<file path="config.mk">
export PLATFORM = sky130hd
export DESIGN_NAME = gate_bus_rr_sched
export DESIGN_NICKNAME = d
export VERILOG_FILES = /design/src/rtl/gate_bus_rr_sched.sv
export SDC_FILE = /design/constraint.sdc
export NUM_CORES = 1
export LEC_CHECK = 0
export ABC_AREA = 1
export BUFFER_PORTS_ARGS = -buffer_cell sky130_fd_sc_hd__buf_2
export CAP_MARGIN = 20
export CORE_MARGIN = 2
export CORE_UTILIZATION = 47
export DETAILED_ROUTE_END_ITERATION = 7
export PLACE_DENSITY = 0.89
export SETUP_SLACK_MARGIN = 0.5
export SLEW_MARGIN = 20
export SYNTH_ARGS = -nofsm -noshare
export SYNTH_HDL_FRONTEND = slang
export SYNTH_SLANG_ARGS = --single-unit
</file>
<file path="constraint.sdc">
create_clock -name CLK -period 2.5 [get_ports CLK]
set_input_delay 0.5 -clock CLK [delete_from_list [all_inputs] [get_ports CLK]]
set_output_delay 0.5 -clock CLK [all_outputs]
set_load 0.005 [all_outputs]
</file>
<file path="src/rtl/gate_bus_rr_sched.sv">
// Round-robin scheduler that shares one registered gate datapath among C_NUM_REQ requesters.
// One operation is in flight at a time; the result returns to its owner with a one-hot pulse.
module gate_bus_rr_sched #(
  parameter int C_NUM_REQ    = 4,
  parameter int C_WIDTH      = 16,
  parameter int C_DP_LATENCY = 1
) (
  input  logic                           CLK,
  input  logic                           SCLR,
  input  logic [C_NUM_REQ-1:0]           REQ,
  input  logic [C_NUM_REQ*C_WIDTH-1:0]   REQ_DATA,
  input  logic [C_NUM_REQ-1:0]           REQ_CTRL,
  output logic [C_NUM_REQ-1:0]           GNT,
  output logic [C_NUM_REQ-1:0]           RSP_VALID,
  output logic [C_WIDTH-1:0]             RSP_DATA,
  output logic [C_WIDTH-1:0]             DP_I,
  output logic                           DP_CTRL,
  output logic                           DP_CE,
  input  logic [C_WIDTH-1:0]             DP_Q,
  output logic                           BUSY
);

  localparam int IDX_W = $clog2(C_NUM_REQ);
  localparam logic [C_NUM_REQ-1:0] ONE_HOT_0 = C_NUM_REQ'(1);

  typedef enum logic [1:0] {S_IDLE, S_ISSUE, S_WAIT, S_RESP} state_t;

  state_t               state_q, state_d;
  logic [IDX_W-1:0]     ptr_q, ptr_d;
  logic [IDX_W-1:0]     owner_q, owner_d;
  logic [3:0]           cnt_q, cnt_d;
  logic [C_NUM_REQ-1:0] gnt_q, gnt_d;
  logic [C_NUM_REQ-1:0] rsp_valid_q, rsp_valid_d;
  logic [C_WIDTH-1:0]   rsp_data_q, rsp_data_d;
  logic [C_WIDTH-1:0]   dp_i_q, dp_i_d;
  logic                 dp_ctrl_q, dp_ctrl_d;
  logic                 dp_ce_q, dp_ce_d;
  logic                 busy_q, busy_d;

  logic                 win_found;
  logic [IDX_W-1:0]     win_idx;
  logic [IDX_W:0]       scan_sum;
  logic [IDX_W-1:0]     scan_idx;
  logic [C_WIDTH-1:0]   win_data;
  logic                 win_ctrl;

  // First requester at or above the pointer, wrapping back to index 0.
  always_comb begin
    win_found = 1'b0;
    win_idx   = '0;
    scan_sum  = '0;
    scan_idx  = '0;
    for (int i = 0; i < C_NUM_REQ; i++) begin
      scan_sum = {1'b0, ptr_q} + (IDX_W+1)'(i);
      if (scan_sum >= (IDX_W+1)'(C_NUM_REQ)) begin
        scan_sum = scan_sum - (IDX_W+1)'(C_NUM_REQ);
      end
      scan_idx = scan_sum[IDX_W-1:0];
      if (!win_found && REQ[scan_idx]) begin
        win_found = 1'b1;
        win_idx   = scan_idx;
      end
    end
  end

  always_comb begin
    win_data = '0;
    win_ctrl = 1'b0;
    for (int j = 0; j < C_NUM_REQ; j++) begin
      if (win_idx == IDX_W'(j)) begin
        win_data = REQ_DATA[j*C_WIDTH +: C_WIDTH];
        win_ctrl = REQ_CTRL[j];
      end
    end
  end

  always_comb begin
    state_d     = state_q;
    ptr_d       = ptr_q;
    owner_d     = owner_q;
    cnt_d       = cnt_q;
    gnt_d       = '0;
    rsp_valid_d = '0;
    rsp_data_d  = rsp_data_q;
    dp_i_d      = dp_i_q;
    dp_ctrl_d   = dp_ctrl_q;
    dp_ce_d     = 1'b0;
    case (state_q)
      S_IDLE: begin
        if (|REQ) begin
          owner_d   = win_idx;
          dp_i_d    = win_data;
          dp_ctrl_d = win_ctrl;
          gnt_d     = ONE_HOT_0 << win_idx;
          dp_ce_d   = 1'b1;
          state_d   = S_ISSUE;
        end
      end
      S_ISSUE: begin
        ptr_d   = (owner_q == IDX_W'(C_NUM_REQ-1)) ? '0 : owner_q + IDX_W'(1);
        cnt_d   = 4'(C_DP_LATENCY - 1);
        state_d = (C_DP_LATENCY == 1) ? S_RESP : S_WAIT;
      end
      S_WAIT: begin
        cnt_d = cnt_q - 4'd1;
        if (cnt_q == 4'd1) begin
          state_d = S_RESP;
        end
      end
      S_RESP: begin
        rsp_data_d  = DP_Q;
        rsp_valid_d = ONE_HOT_0 << owner_q;
        state_d     = S_IDLE;
      end
      default: state_d = S_IDLE;
    endcase
    busy_d = (state_d != S_IDLE);
  end

  always_ff @(posedge CLK) begin
    if (SCLR) begin
      state_q     <= S_IDLE;
      ptr_q       <= '0;
      owner_q     <= '0;
      cnt_q       <= '0;
      gnt_q       <= '0;
      rsp_valid_q <= '0;
      rsp_data_q  <= '0;
      dp_i_q      <= '0;
      dp_ctrl_q   <= 1'b0;
      dp_ce_q     <= 1'b0;
      busy_q      <= 1'b0;
    end else begin
      state_q     <= state_d;
      ptr_q       <= ptr_d;
      owner_q     <= owner_d;
      cnt_q       <= cnt_d;
      gnt_q       <= gnt_d;
      rsp_valid_q <= rsp_valid_d;
      rsp_data_q  <= rsp_data_d;
      dp_i_q      <= dp_i_d;
      dp_ctrl_q   <= dp_ctrl_d;
      dp_ce_q     <= dp_ce_d;
      busy_q      <= busy_d;
    end
  end

  assign GNT       = gnt_q;
  assign RSP_VALID = rsp_valid_q;
  assign RSP_DATA  = rsp_data_q;
  assign DP_I      = dp_i_q;
  assign DP_CTRL   = dp_ctrl_q;
  assign DP_CE     = dp_ce_q;
  assign BUSY      = busy_q;

endmodule

</file>
=== Word-level counts from Yosys, hierarchy flattened ===
Cells that the tools add are included.

* Flip-flop bits (word level): 53
* Output and inout bits: 43
* Logic and storage cells: 89

* $add $sub $neg: 9
* Order comparisons: 8
* Eq/ne operators: 8
* Shift operators: 2
* Muxes and demuxes: 33
* Bitwise gates (word level): 3
* Reductions and logical operators: 15

{| class="wikitable"
|+ Operator list
! kind !! number
|-
| $mux W16 || 4
|-
| $mux W2 || 11
|-
| $lt A2 B3 Y1 const B || 4
|-
| $mux W1 || 12
|-
| $eq A2 B2 Y1 const B || 5
|-
| $ge A3 B3 Y1 const B || 3
|-
| $bmux W1 S2 || 4
|-
| $pmux W2 S4 || 1
|-
| $pmux W4 S2 || 1
|-
| $shl A1 B2 Y4 const A || 2
|-
| $sub A2 B1 Y2 const B || 4
|-
| $add A2 B2 Y3 const B || 2
|-
| $eq A2 B1 Y1 const B || 2
|-
| $eq A4 B1 Y1 const B || 1
|-
| $logic_not A2 Y1 || 2
|-
| $reduce_bool A2 Y1 || 2
|-
| $reduce_or A2 Y1 || 2
|-
| $reduce_or A4 Y1 || 1
|-
| $sub A4 B1 Y4 const B || 1
|-
| $add A2 B1 Y3 const B || 1
|-
| $ge A2 B3 Y1 const B || 1
|-
| $logic_and A1 B1 Y1 || 3
|-
| $logic_not A1 Y1 || 3
|-
| $not A1 Y1 || 3
|-
| 3 further kinds || 3
|}

=== Logic depth before layout (Yosys ltp) ===
* Depth after elaboration: 19
* Depth in mapped cells: 17
* Depth with buffers taken out: 15

=== Worst setup path after synthesis ===
No wires, ideal clock.

* Path kind: register to register
* From: reg ptr_q[0]
* To: reg dp_i_q[7] (netlist: DP_I[7])
* Data arrival time: 1681 ps
* Required time: 2364 ps
* Path slack: 683 ps
* Stages on the path, launching flop included: 16
* Buffers on the path: 2
* Clock period less this slack: 1817 ps
* Cells stage by stage: dfxtp_1 inv_2 buf_6 nand2_1 nand3_2 nand2_2 inv_1 o21ai_1 nand3_2 nand2_2 nand2_2 buf_2 o21ai_0 inv_1 nand2_1 a21oi_2

* Cells in the longest elaborated chain, start to end: 19
* Elaborated cells on any way between the ends: 44

{| class="wikitable"
|+ Ends and longest elaborated chain
! element !! line !! text
|-
| start, declared || 29 || <nowiki>logic [IDX_W-1:0] ptr_q, ptr_d;</nowiki>
|-
| start signal, assigned || 135 || <nowiki>ptr_q <= ptr_d;</nowiki>
|-
| parallel branches: the longest is 13 deep, another holds $add A2 B1 Y3 || -- ||
|-
| $mux W2 (*) || 59 || <nowiki>if (!win_found && REQ[scan_idx]) begin</nowiki>
|-
| $logic_not A2 Y1 || 70 || <nowiki>if (win_idx == IDX_W'(j)) begin</nowiki>
|-
| $mux W16 (3 in series) || 70 ||
|-
| $mux W16 (*) || 70 ||
|-
| end signal, assigned || 141 || <nowiki>dp_i_q <= dp_i_d;</nowiki>
|-
| end, declared || 35 || <nowiki>logic [C_WIDTH-1:0] dp_i_q, dp_i_d;</nowiki>
|}

Mark *: on every way between the ends. The select of a mux whose other input is x is not followed.
A chain may end at the register's enable or synchronous reset.

=== Worst setup path in the final report ===
* From: reg ptr_q[0]
* To: reg dp_i_q[12] (netlist: DP_I[12])

The elaborated chain is that of the path after synthesis.

==> metrics.md <==
| Metric | Value |
|---|---|
| # diodes | `0` |
| CTS root buffer | `clkbuf_8` |
| Synth warnings | `0` |
| Reg clk slew, reported paths | `0.10 ns` |
| Count of final max-slew check failures | `0` |
| Fill cell count | `498` |
| Starting Density | `0.481` |
| Worst IR drop on VDD | `0.000807 V` |
| Most common cell in the netlist | `nand2_1` |
| Antenna violations before repair | `0` |
| Post-synth top area share | `0.375` |
| Final setup vio count | `0` |
| Remaining Overflow, GRT | `0` |
| Cells after Synth | `415` |
| Longest Clk Path Bufs | `2` |
| Mean Syn Cell Area | `just under 7 um2` |
| Commonest cells post-synth | `nand2_1, dfxtp_1, o21ai_0` |
| Post-route cell area | `3970 um2` |
| Total of max-cap violations | `0` |
| Synth Cell Area | `2830 um2` |
| Clock sinks | `53` |
| CTS tree | `done` |
| I/O Buffers | `132` |
| Num rows | `28` |
| Routed wire per std cell | `around 13 um` |
| Slew HR | `0.617` |
| Final wirelength | `~8400 um` |
| Cell taking the most area after synthesis | `dfxtp_1` |
| Synth area leaders | `dfxtp_1, nand2_1, o21ai_0, nor2_1, inv_1` |
| First-pass GRT wire length | `approximately 12000 um` |
| Height of the die | `81.6 um` |
| Hold Buf Count CTS | `0` |
| Count of different cell masters after synthesis | `27` |
| Fmax | `0.502 GHz` |
| First DRT Iteration DRCs | `between 100 and 150` |
| Startpoint types | `register` |
| Syn_nets | `513` |
| ANT nets after route | `0` |
| Area post-placement | `3530 um2` |
| Fraction of layout cells with a size suffix above 1 | `0.392` |
| RSZ-0062 raised after global routing | `true` |
| Chip Width | `81.6 um` |
| Via Count | `3226` |
| DRT Pass-1 Iters | `4` |
| Die area | `6660 um2` |
| Sequential fraction of the synthesis area | `0.375` |
| Vias per cell | `5.10` |
| Pleak | `approximately 2.1 nW` |
| CP endpoint kind | `register` |
| Async SR Flop Fraction | `0` |
| EDFF count, synth | `0` |
| HP Class | `in -> reg` |
| Total CTS buffers | `5` |
| Placer Congestion | `0.851` |
| Synth-to-layout area growth | `40.3%` |
| I/O Pins | `133` |
| Number of global-route vias before repair | `2823` |
| Main synth FF type | `dfxtp_1` |
| Req. time, crit path | `2.71 ns` |
| Worst-Skew Late Latency | `about 0.32 ns` |
| Hold Fails Final Rpt | `0` |
| Total Routing Usage GR | `0.232` |
| Synth Register Bits | `53` |
| Crit-path max FO | `16` |
| # DRC | `0` |
| Pwr/cell area | `1330 nW/um2` |
| Clk_skew | `0.0100 ns` |
| Run status | `finished clean` |
| Kind of critical path | `reg -> reg` |
| Final min period | `1.99 ns` |
| Worst Tran Pin Value | `~0.57 ns` |
| Core area | `5890 um2` |
| Nets | `655` |
| Crit path DAT | `2.20 ns` |
| Setup TNS | `0 ns` |
| Final period util | `0.798` |
| Largest net degree at the start of global routing | `23` |
| Htree depth | `2` |
| DP Wirelength | `5900 um` |
[sequential cells by signal, indices dropped and copies added, names as in the netlist]
name,flops
state_q,2
owner_q,2
DP_CE,1
RSP_DATA,16
DP_CTRL,1
ptr_q,2
DP_I,16
RSP_VALID,4
GNT,4
BUSY,1
cnt_q,4
[worst max-delay path, cell delays in order (launching register included)]
cell and delay (ns):
dfxtp_4 0.40, buf_6 0.14, nand2_2 0.05, nand2_2 0.06, nand2_2 0.09, nand2_4 0.07
nor2_4 0.15, nand2_2 0.09, nand3_2 0.09, nand2_4 0.10, buf_6 0.17, o21ai_0 0.22
nand3_1 0.11, nand2_1 0.09, a21oi_2 0.05
[layout make-up]
class / instances / area [um2] / share of cell area
clock inverter: 3 / 26.3 / 0.00662
tap: 75 / 93.8 / 0.0236
inverter: 42 / 168 / 0.0422
sequential: 53 / 1070 / 0.269
multi-input combinational: 301 / 1610 / 0.405
timing repair buffer: 154 / 938 / 0.236
clock buffer: 5 / 68.8 / 0.0173
[worst paths after layout]
check            endpoint  startpoint  cells past startpoint  slack [ns]
max              DP_I[12]    ptr_q[0]                     14        0.51
min          RSP_DATA[13]    DP_Q[13]                      3        0.40
max reg2reg      DP_I[12]    ptr_q[0]                     14        0.51
min reg2reg       DP_I[1]     DP_I[1]                      2        0.46
[metrics by stage]
step / total power [W] / util / hold WS, ns / instances / setup slack (ns)
floorplan: 0.00314 / - / 0.438 / 415 / 0.683
global placement: 0.00366 / 0.600 / 0.449 / 610 / 0.388
detailed placement: 0.00376 / 0.600 / 0.453 / 610 / 0.274
CTS: 0.00454 / 0.628 / 0.400 / 622 / 0.513
global route: 0.00573 / 0.675 / 0.404 / 633 / 0.412
finish: 0.00528 / 0.675 / 0.403 / 633 / 0.506
[cells by family after synthesis]
| logic type | count (synthesis) | synth area share |
|---|---|---|
| AND/OR/NAND/NOR | 212 | 0.335 |
| AO/OA/AOI/OAI | 81 | 0.161 |
| buffers and inverters | 61 | 0.0937 |
| flip-flops | 53 | 0.375 |
| adder cells (fa/ha/maj) | 8 | 0.0354 |
[repair_timing]
action                     4_1_cts  5_1_grt
setup buffers                    4        9
resized for setup                6       53
setup endpoints to repair       19       17
gates cloned                     0        2
pin swaps                        2       30
[where the power goes]
part	switching, W	total [W]	leakage, nW	internal [W]
sequential	0.000144	0.00122	0.435	0.00107
clock	0.000311	0.000515	0.0423	0.000204
combinational	0.00199	0.00355	1.62	0.00156
[metal layers]
| layer | track usage | wire length, um |
|---|---|---|
| met1 | 0.260 | 3310 |
| met2 | 0.425 | 4210 |
| met3 | 0.0571 | 613 |
| met4 | 0.0867 | 255 |
| met5 | 0 | 0 |
[cells in the final DEF, fill, tap and decap left out, types with 2 or more instances in the layout]
| master | count |
|---|---|
| nand3_4 | 2 |
| nand3_2 | 7 |
| nor4_1 | 2 |
| buf_12 | 5 |
| nand2_1 | 93 |
| clkinvlp_4 | 2 |
| clkbuf_8 | 5 |
| clkbuf_16 | 2 |
| buf_2 | 132 |
| o21ai_0 | 34 |
| ha_1 | 8 |
| nand4_1 | 2 |
| nor2_1 | 45 |
| buf_4 | 11 |
| dfxtp_4 | 2 |
| nor3_1 | 4 |
| nor2_4 | 3 |
| dfxtp_1 | 51 |
| nand2_4 | 5 |
| nand2_2 | 24 |
| o21ai_1 | 19 |
| inv_1 | 39 |
| nand3_1 | 23 |
| a21oi_1 | 14 |
| inv_8 | 2 |
| a21oi_2 | 10 |
| buf_6 | 4 |
No activity file was read; power rests on OpenSTA's default activity.
